### src/rtl/pe_id_config_loader.sv
// Snapshots the PE-array ID tables on start and streams them, one word per
// valid/ready handshake, onto the PE-array ID config bus.
module pe_id_config_loader #(
    parameter int NUM_ROWS = 6,
    parameter int NUM_COLS = 8,
    parameter int XID_W    = 5,
    parameter int YID_W    = 3,
    parameter int LN_W     = 5
) (
    input  logic                               clk,
    input  logic                               rst_n,
    input  logic                               start,
    input  logic [NUM_ROWS*NUM_COLS*XID_W-1:0] filter_xid,
    input  logic [NUM_ROWS*YID_W-1:0]          filter_yid,
    input  logic [NUM_ROWS*NUM_COLS*XID_W-1:0] ifmap_xid,
    input  logic [NUM_ROWS*YID_W-1:0]          ifmap_yid,
    input  logic [NUM_ROWS*NUM_COLS*XID_W-1:0] ipsum_xid,
    input  logic [NUM_ROWS*YID_W-1:0]          ipsum_yid,
    input  logic [NUM_ROWS*NUM_COLS*XID_W-1:0] opsum_xid,
    input  logic [NUM_ROWS*YID_W-1:0]          opsum_yid,
    input  logic [LN_W-1:0]                    ln_config,
    output logic                               busy,
    output logic                               done,
    output logic                               cfg_valid,
    input  logic                               cfg_ready,
    output logic [2:0]                         cfg_sel,
    output logic                               cfg_is_y,
    output logic [5:0]                         cfg_addr,
    output logic [XID_W-1:0]                   cfg_data
);

    localparam int NUM_PE  = NUM_ROWS * NUM_COLS;
    localparam int NUM_BUS = 4;
    localparam int XA_W    = $clog2(NUM_PE);
    localparam int YA_W    = $clog2(NUM_ROWS);

    localparam logic [5:0] Y_LAST    = 6'(NUM_ROWS - 1);
    localparam logic [5:0] X_LAST    = 6'(NUM_PE - 1);
    localparam logic [2:0] SEL_OPSUM = 3'd3;
    localparam logic [2:0] SEL_LN    = 3'd4;

    typedef enum logic [1:0] {
        ST_IDLE,
        ST_SEND,
        ST_DONE
    } state_t;

    state_t     state_q, state_d;
    logic [2:0] sel_q,   sel_d;
    logic       is_y_q,  is_y_d;
    logic [5:0] addr_q,  addr_d;
    logic       load;

    logic [XID_W-1:0] xid_q [NUM_BUS][NUM_PE];
    logic [YID_W-1:0] yid_q [NUM_BUS][NUM_ROWS];
    logic [LN_W-1:0]  ln_q;

    logic [NUM_PE*XID_W-1:0]   xid_in [NUM_BUS];
    logic [NUM_ROWS*YID_W-1:0] yid_in [NUM_BUS];

    assign xid_in[0] = filter_xid;
    assign xid_in[1] = ifmap_xid;
    assign xid_in[2] = ipsum_xid;
    assign xid_in[3] = opsum_xid;
    assign yid_in[0] = filter_yid;
    assign yid_in[1] = ifmap_yid;
    assign yid_in[2] = ipsum_yid;
    assign yid_in[3] = opsum_yid;

    always_ff @(posedge clk) begin
        if (!rst_n) begin
            state_q <= ST_IDLE;
            sel_q   <= '0;
            is_y_q  <= 1'b0;
            addr_q  <= '0;
        end else begin
            state_q <= state_d;
            sel_q   <= sel_d;
            is_y_q  <= is_y_d;
            addr_q  <= addr_d;
        end
    end

    // Snapshot decouples the stream from the generator, whose inputs may move on after start.
    always_ff @(posedge clk) begin
        if (!rst_n) begin
            for (int unsigned b = 0; b < NUM_BUS; b++) begin
                for (int unsigned i = 0; i < NUM_PE; i++) xid_q[b][i] <= '0;
                for (int unsigned j = 0; j < NUM_ROWS; j++) yid_q[b][j] <= '0;
            end
            ln_q <= '0;
        end else if (load) begin
            for (int unsigned b = 0; b < NUM_BUS; b++) begin
                for (int unsigned i = 0; i < NUM_PE; i++)
                    xid_q[b][i] <= xid_in[b][i*XID_W +: XID_W];
                for (int unsigned j = 0; j < NUM_ROWS; j++)
                    yid_q[b][j] <= yid_in[b][j*YID_W +: YID_W];
            end
            ln_q <= ln_config;
        end
    end

    always_comb begin
        state_d   = state_q;
        sel_d     = sel_q;
        is_y_d    = is_y_q;
        addr_d    = addr_q;
        load      = 1'b0;
        busy      = 1'b0;
        done      = 1'b0;
        cfg_valid = 1'b0;
        unique case (state_q)
            ST_IDLE: begin
                if (start) begin
                    load    = 1'b1;
                    state_d = ST_SEND;
                    sel_d   = '0;
                    is_y_d  = 1'b1;
                    addr_d  = '0;
                end
            end
            ST_SEND: begin
                busy      = 1'b1;
                cfg_valid = 1'b1;
                if (cfg_ready) begin
                    if (sel_q == SEL_LN) begin
                        state_d = ST_DONE;
                        sel_d   = '0;
                        is_y_d  = 1'b0;
                        addr_d  = '0;
                    end else if (is_y_q) begin
                        if (addr_q == Y_LAST) begin
                            is_y_d = 1'b0;
                            addr_d = '0;
                        end else begin
                            addr_d = addr_q + 6'd1;
                        end
                    end else if (addr_q == X_LAST) begin
                        addr_d = '0;
                        if (sel_q == SEL_OPSUM) begin
                            sel_d  = SEL_LN;
                            is_y_d = 1'b0;
                        end else begin
                            sel_d  = sel_q + 3'd1;
                            is_y_d = 1'b1;
                        end
                    end else begin
                        addr_d = addr_q + 6'd1;
                    end
                end
            end
            ST_DONE: begin
                busy    = 1'b1;
                done    = 1'b1;
                state_d = ST_IDLE;
            end
            default: state_d = ST_IDLE;
        endcase
    end

    always_comb begin
        cfg_data = '0;
        if (state_q == ST_SEND) begin
            if (sel_q == SEL_LN)
                cfg_data = XID_W'(ln_q);
            else if (is_y_q)
                cfg_data = XID_W'(yid_q[sel_q[1:0]][addr_q[YA_W-1:0]]);
            else
                cfg_data = xid_q[sel_q[1:0]][addr_q[XA_W-1:0]];
        end
    end

    assign cfg_sel  = sel_q;
    assign cfg_is_y = is_y_q;
    assign cfg_addr = addr_q;

endmodule
### config.mk
export PLATFORM = sky130hd
export DESIGN_NAME = pe_id_config_loader
export DESIGN_NICKNAME = d
export VERILOG_FILES = /design/src/rtl/pe_id_config_loader.sv
export SDC_FILE = /design/constraint.sdc
export NUM_CORES = 1
export LEC_CHECK = 0
export ABC_AREA = 1
export ABC_CLOCK_PERIOD_IN_PS = 36200
export CORE_AREA = 2 2 408 410
export DETAILED_ROUTE_END_ITERATION = 8
export DIE_AREA = 0 0 410 412
export MAX_ROUTING_LAYER = met4
export SETUP_SLACK_MARGIN = 0.5
export SYNTH_ARGS = -nofsm -noshare
export SYNTH_HDL_FRONTEND = slang
export SYNTH_SLANG_ARGS = --single-unit
### constraint.sdc
create_clock -name clk -period 36.2 [get_ports clk]
set_input_delay 3.62 -clock clk [delete_from_list [all_inputs] [get_ports clk]]
set_output_delay 3.62 -clock clk [all_outputs]
set_load 0.05 [all_outputs]
==> flow_metrics.env, run 1 <==
export IMPL_status="complete, no violations"
export IMPL_cts_buffers_inserted=115
export IMPL_cts_sinks=1051
export IMPL_crit_slowest_cell="clkdlybuf4s50_1"
export IMPL_hold_buffers=0
export IMPL_cts_tree="done"
export IMPL_drv_cap=0
export IMPL_final_setup_tns_ns=0
export IMPL_holdPathStages=2
export IMPL_combPwrFrac=0.318
export IMPL_dpl_hpwl_um=139000
export IMPL_path_buf_inv=5
export IMPL_dp_cells=8794
export IMPL_tightest_slew_ns=1.10
export IMPL_floorplan_initialDensity=0.310
export IMPL_yosysTopAreaCell="edfxtp_1"
export IMPL_slew_viol_final=0
export IMPL_layout_cells_non_filler=9051
export IMPL_cpLargestDelayFamily="buffers and inverters"
export IMPL_switching_power_mw=1.61
export IMPL_max_slew_margin=0.269
export IMPL_seqPwrFrac=0.413
export IMPL_synth_most_common_cell="nor2_1"
export IMPL_path_class="reg -> out"
export IMPL_gp_congestion=0.945
export IMPL_ys_seq_area_frac=0.616
export IMPL_syn_nets=6866
export IMPL_fp_dieW_um=410
export IMPL_first_iter_violations=4407
export IMPL_cp_end_kind="output port"
export IMPL_max_stage_delay_ns=0.80
export IMPL_ant_nets=0
export IMPL_fmax_mhz=102
export IMPL_clkPwrFrac=0.269
export IMPL_clk_latency_ns=0.73
export IMPL_vias=42187
export IMPL_async_flop_share=0
export IMPL_synth_flop_cell="edfxtp_1"
export IMPL_cp_data_required_time_ns=32.58
export IMPL_r2r_cells=9
export IMPL_fin_skew_ns=0.0375
export IMPL_yosysUniqueCellTypes=30
export IMPL_grt_pass1_vias=41493
export IMPL_core_um2=164000
export IMPL_yosysTopAreaCellShare=0.609
export IMPL_power_density_nw_per_um2=64.9
export IMPL_yosys_warnings=0
export IMPL_avgSynthCellArea_um2=8.75
export IMPL_post_drt_via_cell_ratio=4.66
export IMPL_grt_max_degree=177
export IMPL_grt_first_pass_wirelength_um=278000
export IMPL_switching_share=0.369
export IMPL_clk_path_buf_depth=3
export IMPL_num_fill_cells=16206
export IMPL_ioPinCount=1059
export IMPL_arrival_ns=6.16
export IMPL_p_int_mw=2.75
export IMPL_ys_top_cells_by_count="1723 x nor2_1, 1196 x inv_1, 1032 x edfxtp_1"
export IMPL_path_common_cell="nand2_1"
export IMPL_ir_drop_mv=0.0483
export IMPL_wirelength_um=197000
export IMPL_cts_htree_levels=3
export IMPL_area_growth_pct=31.8
export IMPL_nets=7772
export IMPL_drc=0
export IMPL_root_buffer="clkbuf_16"
export IMPL_ys_seq_elements=1051
export IMPL_synth_edf_count=1032
export IMPL_synthTopCellsByArea="edfxtp_1 61%, nor2_1 13%, inv_1 8.8%"
export IMPL_grtUsageTotal=0.232
export IMPL_cts_setup_buffers=0
export IMPL_synth_cells=5816
export IMPL_avgRoutedWirePerCell_um=21.8
export IMPL_path_cells="buf_4 > buf_4 > buf_4 > o21ai_0 > o21ai_0 > nand2_1 > nand2_1 > nand2_1 > nand2_1 > inv_1 > nand2_1 > nand2_1 > nand2_1 > nand3_1 > nand2_1 > nand2_1 > nand2_1 > clkdlybuf4s50_1"
export IMPL_die_y_um=412
export IMPL_cp_depth=18
export IMPL_antenna_found_initial=46
export IMPL_syn_area_um2=50900
export IMPL_fp_row_count=149
export IMPL_finalHoldViolCount=0
export IMPL_io_buffers=1058
export IMPL_gr_total_overflow=0
export IMPL_setup_viol=0
export IMPL_power_leakage_nw=30.1
export IMPL_rsz0062_at_grt="no"
export IMPL_cp_max_fo=66
export IMPL_fin_crit_sh=0.270
export IMPL_clk_pin_slew_ns=0.07
export IMPL_min_period_ns=9.78
export IMPL_drive_gt1_frac=0.0370
export IMPL_post_cts_resized=0
export IMPL_hold_path_class="reg -> reg"
export IMPL_dieArea_um2=169000
export IMPL_critPathLaunchType="register"
export IMPL_drtPass1Iterations=8
routing by layer:
layer	share of wire	track usage	up-vias
met5	0	-	-
met4	0.043	0.0974	0
met3	0.067	0.0372	313
met2	0.49	0.383	1844
met1	0.40	0.281	20098
li1	-	-	19932
power groups by stage:
stage,registers [mW],logic [mW],clock network (mW)
3_3_place_gp,1.82,1.39,0
4_1_cts,1.80,1.40,1.19
3_5_place_dp,1.82,1.40,0
2_1_floorplan,2.03,0.843,0
6_report,1.80,1.39,1.17
5_1_grt,1.82,1.53,1.24
final cells by class:
type | instances | area [µm²] | share of cell area
Sequential cell | 1051 | 31400 | 0.468
Multi-Input combinational cell | 3234 | 13600 | 0.202
Clock buffer | 130 | 2930 | 0.0437
Tap cell | 2189 | 2740 | 0.0408
Timing Repair Buffer | 1116 | 11100 | 0.165
Clock inverter | 84 | 777 | 0.0116
Inverter | 1204 | 4540 | 0.0677
Antenna cell | 43 | 108 | 0.00160
logic make-up after synthesis:
| family | Yosys count | share of synthesized area |
|---|---|---|
| DFF | 1051 | 0.616 |
| buffers and inverters | 1531 | 0.118 |
| and+or+nand+nor | 2645 | 0.202 |
| AOI/OAI and AO/OA | 580 | 0.0615 |
| adders and majority gates | 9 | 0.00221 |
worst register-to-register path, cell delays in order (launching register included):
cell and delay [ns]:
dfxtp_1 0.31, inv_1 0.13, ha_1 0.28, nand2_1 0.23
nand2_4 0.64, buf_4 0.90, buf_4 0.81, buf_4 0.73
buf_4 0.71, buf_4 1.00
state kept, by name, indices dropped and copies added (netlist names), named ones only:
name,flops
cfg_sel,3
ln_q,5
yid_q,72
state_q,2
xid_q,960
cfg_addr,6
cfg_is_y,1
worst paths after layout:
check,to,slack [ns],start
worst max-delay path,cfg_data[4],26.42,register
worst min-delay path,ln_q[1]$_SDFFE_PN0P_,0.50,ln_q[1]$_SDFFE_PN0P_
worst min register to register,ln_q[1]$_SDFFE_PN0P_,0.50,ln_q[1]$_SDFFE_PN0P_
worst max register to register,xid_q[1][149]$_SDFFCE_PN0P_,29.98,state_q[0]$_SDFFE_PN0P_
metrics by stage:
step / instance area, µm² / util / power, mW / hold WS, ns / worst slack (ns)
4_1_cts: 67000 / 0.408 / 4.39 / 0.498 / 26.23
3_5_place_dp: 63300 / 0.385 / 3.22 / 0.480 / 26.41
6_report: 67100 / 0.409 / 4.36 / 0.502 / 26.42
3_3_place_gp: 63300 / 0.385 / 3.21 / 0.473 / 26.53
2_1_floorplan: 50900 / - / 2.88 / 0.453 / 8.57
5_1_grt: 67100 / 0.409 / 4.59 / 0.528 / 25.96
placed cells by master, fill, tap and decap left out, types with 3 or more instances in the layout:
cell type / netlist / routed
clkbuf_1: 183 / 15
nor2_1: 1723 / 1720
dfxtp_4: 0 / 3
bufinv_16: 0 / 9
o221ai_1: 5 / 5
dfxtp_1: 19 / 14
clkbuf_16: 0 / 115
edfxtp_1: 1032 / 1032
o21ai_1: 49 / 49
inv_1: 1196 / 1195
diode_2: 0 / 43
clkinv_1: 3 / 30
ha_1: 9 / 9
a31oi_1: 7 / 7
o21ai_0: 388 / 388
or2_2: 5 / 5
clkdlybuf4s50_1: 0 / 1058
inv_4: 0 / 3
nand3_1: 243 / 242
nor3_1: 7 / 7
clkinv_16: 0 / 5
o211ai_1: 60 / 60
o22ai_1: 37 / 37
buf_4: 33 / 54
a21oi_1: 33 / 33
clkinvlp_4: 0 / 6
inv_6: 0 / 3
nand2_1: 660 / 659
clkinv_2: 0 / 31
buf_12: 0 / 4
No activity file was read; power rests on OpenSTA's default activity.
==> run 2: changes to the inputs <==
Settings changed: ABC_CLOCK_PERIOD_IN_PS 36200 to 8500.
Clock period 36.2 ns to 8.5 ns, I/O delays scaled along.
==> flow_metrics.env, run 2 (synthesized netlist as in run 1, its figures left out) <==
export IMPL_fin_crit_sh=0.786
export IMPL_gr_total_overflow=0
export IMPL_drive_gt1_frac=0.0350
export IMPL_holdWs_ns=0.496
export IMPL_drv_cap=0
export IMPL_area_growth_pct=32.0
export IMPL_grtUsageTotal=0.232
export IMPL_vias=42040
export IMPL_tightest_slew_ns=1.34
export IMPL_finish_instance_area_um2=67200
export IMPL_first_iter_violations=4318
export IMPL_hold_path_class="reg -> reg"
export IMPL_setup_viol=0
export IMPL_ir_drop_mv=0.201
export IMPL_clk_pin_slew_ns=0.06
export IMPL_cts_htree_levels=3
export IMPL_rsz0062_at_grt="no"
export IMPL_grt_max_degree=171
export IMPL_floorplan_initialDensity=0.310
export IMPL_max_slew_margin=0.105
export IMPL_cts_tree="done"
export IMPL_route_met3_wl_um=12300
export IMPL_fmax_mhz=150
export IMPL_core_um2=164000
export IMPL_antenna_found_initial=60
export IMPL_path_buf_inv=4
export IMPL_wl_met2_um=96100
export IMPL_cts_setup_buffers=0
export IMPL_root_buffer="clkbuf_16"
export IMPL_power_leakage_nw=30.1
export IMPL_post_drt_via_cell_ratio=4.65
export IMPL_postPlaceCellArea_um2=63400
export IMPL_grt_first_pass_wirelength_um=278000
export IMPL_max_stage_delay_ns=0.80
export IMPL_drc=0
export IMPL_critPathLaunchType="register"
export IMPL_clk_path_buf_depth=3
export IMPL_path_common_cell="nand3_1"
export IMPL_largest_register="xid_q"
export IMPL_ioPinCount=1059
export IMPL_dp_cells=8787
export IMPL_cts_buffers_inserted=116
export IMPL_fin_skew_ns=0.0428
export IMPL_dpl_hpwl_um=140000
export IMPL_dr_max_layer_used="met4"
export IMPL_wl_met1_um=80100
export IMPL_cts_sinks=1051
export IMPL_crit_slowest_cell="clkdlybuf4s50_1"
export IMPL_clk_latency_ns=0.74
export IMPL_slew_viol_final=0
export IMPL_path_class="reg -> out"
export IMPL_power_density_nw_per_um2=278
export IMPL_gp_congestion=0.898
export IMPL_cp_max_fo=41
export IMPL_grt_pass1_vias=41358
export IMPL_fp_dieW_um=410
export IMPL_hold_buffers=0
export IMPL_cpLargestDelayFamily="buffers and inverters"
export IMPL_cp_end_kind="output port"
export IMPL_final_common_cell="nor2_1"
export IMPL_status="complete, no violations"
export IMPL_ant_nets=0
export IMPL_num_fill_cells=16343
export IMPL_post_cts_resized=0
export IMPL_finalHoldViolCount=0
export IMPL_path_cells="inv_4 > nor2_4 > buf_4 > inv_2 > a21oi_1 > nor2_1 > nand2_1 > nand3_1 > nand3_1 > nand3_1 > nand3_1 > nand2_1 > nand2_1 > clkdlybuf4s50_1"
export IMPL_arrival_ns=5.83
export IMPL_min_period_ns=6.68
export IMPL_largest_reg_flops=960
export IMPL_cp_data_required_time_ns=7.65
export IMPL_io_buffers=1058
export IMPL_die_y_um=412
export IMPL_fp_row_count=149
export IMPL_nets=7766
export IMPL_final_setup_tns_ns=0
export IMPL_dieArea_um2=169000
export IMPL_wirelength_um=197000
export IMPL_drtPass1Iterations=6
export IMPL_layout_cells_non_filler=9047
export IMPL_avgRoutedWirePerCell_um=21.8
export IMPL_final_cell_mix="1720 x nor2_1, 1195 x inv_1, 1058 x clkdlybuf4s50_1, 1032 x edfxtp_1, 659 x nand2_1"
-- run 2: cell count changes in the layout (fill, tap and decap cells not counted), sizes merged --
cell	change
bufinv	-4
diode	+9
buf	-7
clkinv	-13
clkbuf	+9
clkinvlp	+2
-- run 2: metal layers --
layer,global-route usage,vias to the layer above
met4,0.104,0
met5,-,-
met1,0.290,20084
met2,0.375,1691
met3,0.0324,344
li1,-,19921
-- run 2: power by group --
part	leakage [nW]	internal (mW)	total, mW	switching (mW)
clock network	1.75	2.67	4.89	2.22
logic	17.0	1.78	6.14	4.37
registers	11.3	7.20	7.62	0.424
total	30.1	11.6	18.7	7.01
-- run 2: worst min-delay path: stages (launching register included) --
cell and delay [ns]:
dfxtp_1 0.33, nand3_1 0.07, o21ai_0 0.07
-- run 2: worst paths after layout --
check | start | to | cells past startpoint | slack (ns)
worst max-delay path | cfg_addr[1]$_SDFFE_PN0P_ | cfg_data[2] | 14 | 1.82
worst min-delay path | ln_q[4]$_SDFFE_PN0P_ | ln_q[4]$_SDFFE_PN0P_ | 2 | 0.50
worst max register to register | state_q[1]$_SDFFE_PN0P_ | xid_q[2][36]$_SDFFCE_PN0P_ | 6 | 4.97
worst min register to register | ln_q[4]$_SDFFE_PN0P_ | ln_q[4]$_SDFFE_PN0P_ | 2 | 0.50
-- run 2: layout make-up --
cell class	instances	area [µm²]	share of cell area
flip-flops and latches	1051	31400	0.467
multi-input cells	3234	13600	0.202
repair buffers	1109	11200	0.166
inverters	1204	4540	0.0676
clock buffers	139	2990	0.0445
well taps	2189	2740	0.0408
clock inverters	69	648	0.00965
diodes	52	130	0.00194
-- run 2: stage by stage --
stage          setup WS (ns)  utilization  power, mW
3_5_place_dp            2.20        0.386       13.9
3_3_place_gp            2.24        0.386       13.9
2_1_floorplan           2.78            -       11.3
6_report                1.82        0.409       18.7
4_1_cts                 1.38        0.408       18.8
5_1_grt                 1.30        0.409       19.7
